<file path="src/rtl/data_mem_responder.sv">
// Purpose : single-outstanding data-memory responder for a pipeline MEM stage (word array, read/write, tag echo).
// Latency : response strobe WAIT_CYCLES+1 rising edges after the accept edge (accept edge counted); accepts spaced WAIT_CYCLES+2.
// Backpr. : Out_Ready high only in IDLE; In_Valid while busy is ignored, never queued.
//
// Ports: Clk/Rst_n (async active-low); In_Valid, In_MEMControl {MemRead,MemWrite}, In_Address (byte),
//        In_Data, In_WBControl (tag) -> Out_Ready, Out_RespValid, Out_ReadData, Out_WBControl, Out_Error, Out_Busy.
// Build option: define DMEM_ERR_CHECK_EN to flag misaligned / out-of-range / 00-11 control requests via Out_Error.
//               Without it Out_Error is constant 0, low address bits are ignored and the index wraps.
module data_mem_responder #(
    parameter int DEPTH_WORDS = 64,
    parameter int WAIT_CYCLES = 2
) (
    input  logic        Clk,
    input  logic        Rst_n,
    input  logic        In_Valid,
    input  logic [1:0]  In_MEMControl,
    input  logic [31:0] In_Address,
    input  logic [31:0] In_Data,
    input  logic [1:0]  In_WBControl,
    output logic        Out_Ready,
    output logic        Out_RespValid,
    output logic [31:0] Out_ReadData,
    output logic [1:0]  Out_WBControl,
    output logic        Out_Error,
    output logic        Out_Busy
);

    localparam int         AW        = $clog2(DEPTH_WORDS);
    localparam logic [3:0] WAIT_INIT = 4'(WAIT_CYCLES);

    typedef enum logic [1:0] {
        IDLE = 2'd0,
        WAIT = 2'd1,
        RESP = 2'd2
    } state_t;

    state_t      state;
    logic [3:0]  cnt;

    // Request captured at accept
    logic [31:0] addr_q;
    logic [31:0] data_q;
    logic [1:0]  ctrl_q;
    logic [1:0]  tag_q;

    logic [31:0] mem [DEPTH_WORDS];

    logic        accept;
    logic        enter_resp;
    logic [31:0] eff_addr;
    logic [31:0] eff_data;
    logic [1:0]  eff_ctrl;
    logic [1:0]  eff_tag;
    logic [AW-1:0] idx;
    logic        is_write;
    logic        is_read;
    logic        req_err;
    logic        do_write;
    logic [31:0] resp_data;

    assign accept = In_Valid && Out_Ready;

    // With WAIT_CYCLES=0 the response is formed on the accept edge itself, so
    // the request fields come straight from the inputs while still in IDLE.
    always_comb begin
        eff_addr = addr_q;
        eff_data = data_q;
        eff_ctrl = ctrl_q;
        eff_tag  = tag_q;
        if (state == IDLE) begin
            eff_addr = In_Address;
            eff_data = In_Data;
            eff_ctrl = In_MEMControl;
            eff_tag  = In_WBControl;
        end
    end

    always_comb begin
        enter_resp = 1'b0;
        if (state == IDLE && accept && WAIT_CYCLES == 0)
            enter_resp = 1'b1;
        else if (state == WAIT && cnt == 4'd1)
            enter_resp = 1'b1;
    end

    assign idx      = eff_addr[AW+1:2];
    assign is_write = (eff_ctrl == 2'b01);
    assign is_read  = (eff_ctrl == 2'b10);

`ifdef DMEM_ERR_CHECK_EN
    // Misaligned, beyond the array, or not exactly one of read/write.
    assign req_err = (eff_addr[1:0] != 2'b00)
                  || (eff_addr[31:AW+2] != '0)
                  || !(is_write || is_read);
`else
    assign req_err = 1'b0;
`endif

    assign do_write  = enter_resp && is_write && !req_err;
    assign resp_data = (is_read && !req_err) ? mem[idx] : 32'd0;

    // Control FSM with registered outputs
    always_ff @(posedge Clk or negedge Rst_n) begin
        if (!Rst_n) begin
            state         <= IDLE;
            cnt           <= 4'd0;
            addr_q        <= 32'd0;
            data_q        <= 32'd0;
            ctrl_q        <= 2'd0;
            tag_q         <= 2'd0;
            Out_Ready     <= 1'b0;
            Out_RespValid <= 1'b0;
            Out_ReadData  <= 32'd0;
            Out_WBControl <= 2'd0;
            Out_Error     <= 1'b0;
            Out_Busy      <= 1'b0;
        end else begin
            // Response fields are non-zero only during the single RESP cycle.
            Out_RespValid <= 1'b0;
            Out_ReadData  <= 32'd0;
            Out_WBControl <= 2'd0;
            Out_Error     <= 1'b0;

            case (state)
                IDLE: begin
                    if (accept) begin
                        addr_q    <= In_Address;
                        data_q    <= In_Data;
                        ctrl_q    <= In_MEMControl;
                        tag_q     <= In_WBControl;
                        Out_Ready <= 1'b0;
                        Out_Busy  <= 1'b1;
                        if (WAIT_CYCLES == 0) begin
                            state <= RESP;
                        end else begin
                            state <= WAIT;
                            cnt   <= WAIT_INIT;
                        end
                    end else begin
                        // Also raises Ready on the first edge after reset release.
                        Out_Ready <= 1'b1;
                        Out_Busy  <= 1'b0;
                    end
                end
                WAIT: begin
                    Out_Ready <= 1'b0;
                    Out_Busy  <= 1'b1;
                    if (cnt == 4'd1) begin
                        state <= RESP;
                        cnt   <= 4'd0;
                    end else begin
                        cnt <= cnt - 4'd1;
                    end
                end
                RESP: begin
                    state     <= IDLE;
                    Out_Ready <= 1'b1;
                    Out_Busy  <= 1'b0;
                end
                default: begin
                    state     <= IDLE;
                    cnt       <= 4'd0;
                    Out_Ready <= 1'b0;
                    Out_Busy  <= 1'b0;
                end
            endcase

            if (enter_resp) begin
                Out_RespValid <= 1'b1;
                Out_ReadData  <= resp_data;
                Out_WBControl <= eff_tag;
                Out_Error     <= req_err;
            end
        end
    end

    // Data array: cleared by reset; written only on the edge entering RESP, so a
    // reset during WAIT drops the pending write.
    always_ff @(posedge Clk or negedge Rst_n) begin
        if (!Rst_n) begin
            for (int i = 0; i < DEPTH_WORDS; i++)
                mem[i] <= 32'd0;
        end else if (do_write) begin
            mem[idx] <= eff_data;
        end
    end

endmodule

</file>
<file path="config.mk">
export PLATFORM = sky130hd
export DESIGN_NAME = data_mem_responder
export DESIGN_NICKNAME = d
export VERILOG_FILES = /design/src/rtl/data_mem_responder.sv
export SDC_FILE = /design/constraint.sdc
export NUM_CORES = 2
export LEC_CHECK = 0
export BUFFER_PORTS_ARGS = -buffer_cell sky130_fd_sc_hd__buf_2
export CAP_MARGIN = 20
export CORE_MARGIN = 2
export CORE_UTILIZATION = 29
export DETAILED_ROUTE_END_ITERATION = 10
export SYNTH_ARGS = -nofsm -noshare
export SYNTH_HDL_FRONTEND = slang
export SYNTH_SLANG_ARGS = --single-unit
</file>
<file path="constraint.sdc">
create_clock -name Clk -period 3.08 [get_ports Clk]
set_input_delay 0.154 -clock Clk [delete_from_list [all_inputs] [get_ports Clk]]
set_output_delay 0.154 -clock Clk [all_outputs]
set_load 0.01 [all_outputs]
</file>
== Word level (Yosys, flattened, before mapping) ==
Index checks and enable logic that the tools add are counted.
Cells by class
  multipliers: 0
  divide/modulo/power cells: 0
  bitwise logic cells: 2
  reductions and logical operators: 8
  add/subtract/negate cells: 1
  equality and inequality tests: 7
  order comparisons: 2
  multiplexer cells: 25
  shift operators: 0
Operators by type and width (count)
  $bwmux W2048: 1
  $bmux W32 S6: 1
  $demux W32 S6: 1
  $mux W32: 6
  $pmux W4 S3: 1
  $mux W2: 5
  $mux W4: 2
  $mux W8: 1
  $ge A7 B7 Y1 const B: 1
  $lt A7 B1 Y1 const B: 1
  $not A6 Y7: 1
  $reduce_and A2 Y1: 3
  $eq A2 B1 Y1 const B: 2
  $eq A2 B2 Y1 const B: 2
  $eq A4 B1 Y1 const B: 1
  $logic_and A1 B1 Y1: 4
  $mux W1: 4
  $pmux W1 S2: 2
  $pmux W2 S2: 1
  $sub A4 B1 Y4 const B: 1
  $logic_not A2 Y1: 1
  $ne A2 B1 Y1 const B: 1
  $ne A2 B2 Y1 const B: 1
  $not A1 Y1: 1
Word-level totals
  ROM bits: 0
  input port bits: 71
  RAM bits: 0
  output and inout port bits: 38
  register bits after elaboration: 2135
  logic and storage cells: 120
  memories: 0
  latch bits: 0

== Logic depth before layout (Yosys ltp) ==
  depth in word-level cells: 8
  gate-level depth with buffers: 13
  mapped depth without buffers: 8

== Worst setup path after synthesis ==
OpenSTA, ideal clock, no wires.
  kind: register -> register
  from: reg cnt[1]
  to: reg mem[342] (netlist bit)
  arrival time: 2379 ps
  slack: 565 ps
  cell stages (with the launch flop): 10
  path buffers: 2
  path through: dfrtp_1 -> inv_1 -> ha_1 -> nand2_1 -> nor4b_2 -> nand2b_1 -> buf_2 -> nor2_1 -> clkbuf_1 -> a21oi_1
Between the ends
  cells in the longest elaborated chain, start to end: 4
RTL lines
  start, declared: RTL line 38  | logic [3:0] cnt;
  start signal, assigned: RTL line 152  | cnt <= cnt - 4'd1;
  $eq A4 B1 Y1: RTL line 82  | else if (state == WAIT && cnt == 4'd1)
  $logic_and A1 B1 Y1: RTL line 82
  $mux W1: RTL line 82
  $logic_and A1 B1 Y1: RTL line 99  | assign do_write = enter_resp && is_write && !req_err;
  end signal, assigned by index: RTL line 184  | mem[idx] <= eff_data;
  end, declared: RTL line 46  | logic [31:0] mem [DEPTH_WORDS];
Every way passes these cells.
A chain may end at the register's enable or synchronous reset.

== Worst setup path in the final report ==
  from: reg state[0]
  to: reg Out_ReadData[27]
Between the ends
  cells in the longest elaborated chain, start to end: 8
  elaborated cells on any way between the ends: 13
RTL lines
  start, declared: RTL line 37  | state_t state;
  start signal, assigned: RTL line 105  | state <= IDLE;
  start signal, assigned: RTL line 134  | state <= RESP;
  start signal, assigned: RTL line 136  | state <= WAIT;
  $logic_not A2 Y1: RTL line 70  | if (state == IDLE) begin
  $mux W8: RTL line 70
  $not A6 Y7 (not written as such): RTL line 100  | assign resp_data = (is_read && !req_err) ? mem[idx] : 32'd0;
  $bmux W32 S6: RTL line 100
  $mux W32 (not written as such) (2 in a row): RTL line 100
  $mux W32: RTL line 100
  $mux W32 (*): RTL line 168  | if (enter_resp) begin
  end signal, assigned: RTL line 170  | Out_ReadData <= resp_data;
  end, declared: RTL line 22  | output logic [31:0] Out_ReadData,
Mark *: on every way between the ends. The rest lies on a longest branch, timed or not. The select of a mux whose other input is x is not followed.

==> reports/qor.txt <==
result of the run = finished, final reports clean
ports placed on the boundary = 109
library cell occupying the most area in the post-synthesis netlist = dfrtp_1
first-pass GRT wire length = 531600 um
main flop type after synthesis = dfrtp_1
total clock sinks = 2133
Final Hold Viols = 0
total routing usage reported by global routing = 22.80%
Total Die Area = 314200 um2
clock insertion delay at the later pin of the skew report = 0.93 ns
overall routed net length = 369200 um
count of TritonRoute iterations in the first routing pass = 5
fill cell instance count of the final layout = 31100
critical setup path kind = reg2reg
Mapped Nets = 9743
Worst Hold Margin = 0.06381 ns
ys async rst share = 100.0%
most repeated library cell on the critical path = buf_4
proportion of layout cells with a drive suffix above 1 = 13.95%
number of vias per cell after detailed routing = 5.466
Final setup viols = 0
die width = 560.6 um
Worst setup SP type = flip-flop
final weighted congestion of routability-driven global placement = 0.8858
via count = 77443
measured slew at the worst slew-check pin = 0.8808 ns
area added between synthesis and finish = 22.68%
achievable clock frequency = 326.1 MHz
Leak = 49.96 nW
Nets = 9952
largest fanout on the critical path = 19
initial standard-cell utilization of the core = 29.11%
number of maximum-capacitance constraint violations = 0
clock transition at the registers of the reported paths = 0.07 ns
buffer levels on the longest clock path = 4
leading post-synthesis cells by instance count = 2133 x dfrtp_1, 1806 x a21oi_1, 1702 x nor2_1, 1210 x nand2_1, 575 x o22ai_1
count of buffers inserted at the top-level ports = 81
register area = 53380 um2
worst path cell trace = buf_12 > o21a_2 > a22oi_2 > buf_4 > buf_12 > buf_4 > buf_4 > o22ai_1 > nor4_1 > buf_4 > o21ai_0 > nor4_1
Syn Area/Cell = 9.290 um2
final routed DRC violation total = 0
buffer cell driving the clock tree root = clkbuf_16
number of antenna violations at the first check in global routing = 11
average wire length per cell after detail routing = 26.06 um
total power after layout = 98.82 mW
final setup skew = 0.06742 ns
fin crit period = 3.067 ns
std cell rows = 204
post-route core utilization = 35.71%
vias in the first global route = 73522
Mapped Cells = 9670
maximum number of pins on one net before global-route repair = 108
die height = 560.6 um
part of the cycle the worst path needs = 99.57%
Slowest-stage cell, CP = dfrtp_1
Buf/Inv on CP = 6
cell types occupying the most area after synthesis = dfrtp_1 59%, a21oi_1 10%, nor2_1 7.1%, nand2_1 5.1%, o22ai_1 4.0%
Core Footprint = 308600 um2
H-tree levels = 4
sum of overflow across all layers after global routing = 0
Slew headroom = 41.14%
TritonCTS buffer count = 219
setup repair after global routing missed its margin = true
fraction of the yosys area taken by sequential cells = 59.42%
top cell family by delay on the critical path = buffers and inverters
post-synth top area share = 59.42%
Starting DRT DRC Count = 9398
maximum vdd drop = 0.5641 mV
power per cell area = 896.7 nW/um2
class of the tightest hold or removal check = in2reg
area of the multi-input gates = 33660 um2
data required time of the critical path = 3.87 ns
post-route ant nets = 0
post-synth design cell area = 89830 um2
clock tree from TritonCTS = done
Worst path max stage delay = 0.42 ns
kind of end point of the critical path = flip-flop
number of synthesized flops with an enable pin = 0
register bit count reported by yosys = 2133
post-synthesis cell type count = 79
arrival time at the worst endpoint = 3.86 ns
max-slew violation count = 0
Yosys warning total = 0
Final HPWL DP = 233200 um
most repeated cell in the gate-level netlist after synthesis = dfrtp_1
[per-layer routing]
layer / global-route usage, % / share of wire [%]
met5: 0 / 0.014
met4: 9.530 / 5.1
met3: 4.681 / 10
met2: 34.18 / 43
met1: 31.91 / 42
[layout make-up]
class	count	share of cell area, %
sequential	2133	48.43
multi-input combinational	6636	30.55
timing repair buffer	884	9.789
clock buffer	335	5.906
tap	4120	4.678
clock inverter	55	0.6278
inverter	5	0.01703
antenna	1	0.002271
[flip-flops by register name, indices dropped and copies added, names as in the netlist]
register	flops
state	2
Out_RespValid	1
Out_Ready	1
ctrl_q	2
Out_ReadData	32
Out_WBControl	2
cnt	4
data_q	32
addr_q	6
mem	2048
Out_Busy	1
tag_q	2
[power by group]
part	internal [mW]	switching, mW
Sequential	29.6	1.05
Clock	15.6	11.7
Combinational	14.2	26.6
[layout by cell type, fill, tap and decap left out, types with 10 or more instances in the layout]
master and n:
nor4_2 10, a21oi_1 1804, a31oi_1 85, a211oi_1 10, o22ai_1 575, nor2_4 53, buf_4 423, clkbuf_1 59
bufinv_16 13, nor4_1 45, and3_1 28, a32oi_1 56, dlygate4sd3_1 44, nor3_1 53, o21ai_0 529, nor2_1 1690
clkinv_2 27, clkbuf_16 225, or4_1 10, o41ai_1 11, o221ai_1 17, buf_12 314, nand3_1 75, nand2b_1 13
mux2_2 41, o21ai_1 11, mux2i_4 33, buf_2 80, nand2_1 1184, o31ai_1 15, clkbuf_8 55, dfrtp_1 2132
mux2i_1 53, nand2_4 20, a32o_1 39, o22a_1 11
[tightest hold or removal path, delay by kind of cell]
kind	cells	cell delay (ns)
muxes	1	0.13
buffers and inverters	2	0.61
[final timing paths]
path | endpoint | slack, ns | start | cells after the start
setup / recovery | Out_ReadData[27]$_DFF_PN0_ | 0.01 | state[0]$_DFFE_PN0P_ | 12
hold / removal | tag_q[0]$_DFFE_PN0P_ | 0.06 | In_WBControl[0] | 3
setup reg to reg | Out_ReadData[27]$_DFF_PN0_ | 0.01 | state[0]$_DFFE_PN0P_ | 12
hold reg to reg | Out_WBControl[0]$_DFF_PN0_ | 0.46 | tag_q[0]$_DFFE_PN0P_ | 1
max in group asynchronous | Out_ReadData[22]$_DFF_PN0_ | 2.05 | Rst_n | 3
min in group asynchronous | mem[1163]$_DFFE_PN0P_ | 0.22 | Rst_n | 3
[cell families (layout without fill, tap and decap cells)]
kind of cell               count (synthesis)  in the layout  share of synthesized area, %
AOI/OAI and AO/OA                       3257           3257                         20.13
and+or+nand+nor                         3249           3249                         14.57
DFF                                     2133           2133                         59.42
buffers and inverters                    901           1279                         4.371
muxes                                    127            127                         1.476
adders and majority gates                  2              2                       0.02785
other                                      1              2                      0.004174
[stage by stage]
step / instance area (um2) / setup slack [ns] / TNS, ns / instances
after global placement: 101900 / -0.4291 / -1.670 / 13713
after floorplan: 89830 / 0.5645 / 0 / 9670
after global routing: 110200 / -0.003880 / -0.003880 / 14168
after CTS: 109800 / -0.04073 / -0.06012 / 14156
after detailed placement: 101900 / -0.3976 / -1.683 / 13713
final: 110200 / 0.01331 / 0 / 14169
[timing repair]
item | in CTS | in global routing
pin swaps | 4 | 11
buffers inserted | 7 | 8
endpoints found under the setup margin | 17 | 36
hold buffers | 45 | 0
resized for setup | 27 | 40
endpoints found under the hold margin | 3455 | 0
cloned | 1 | 4
(Power assumes the default switching activity.)
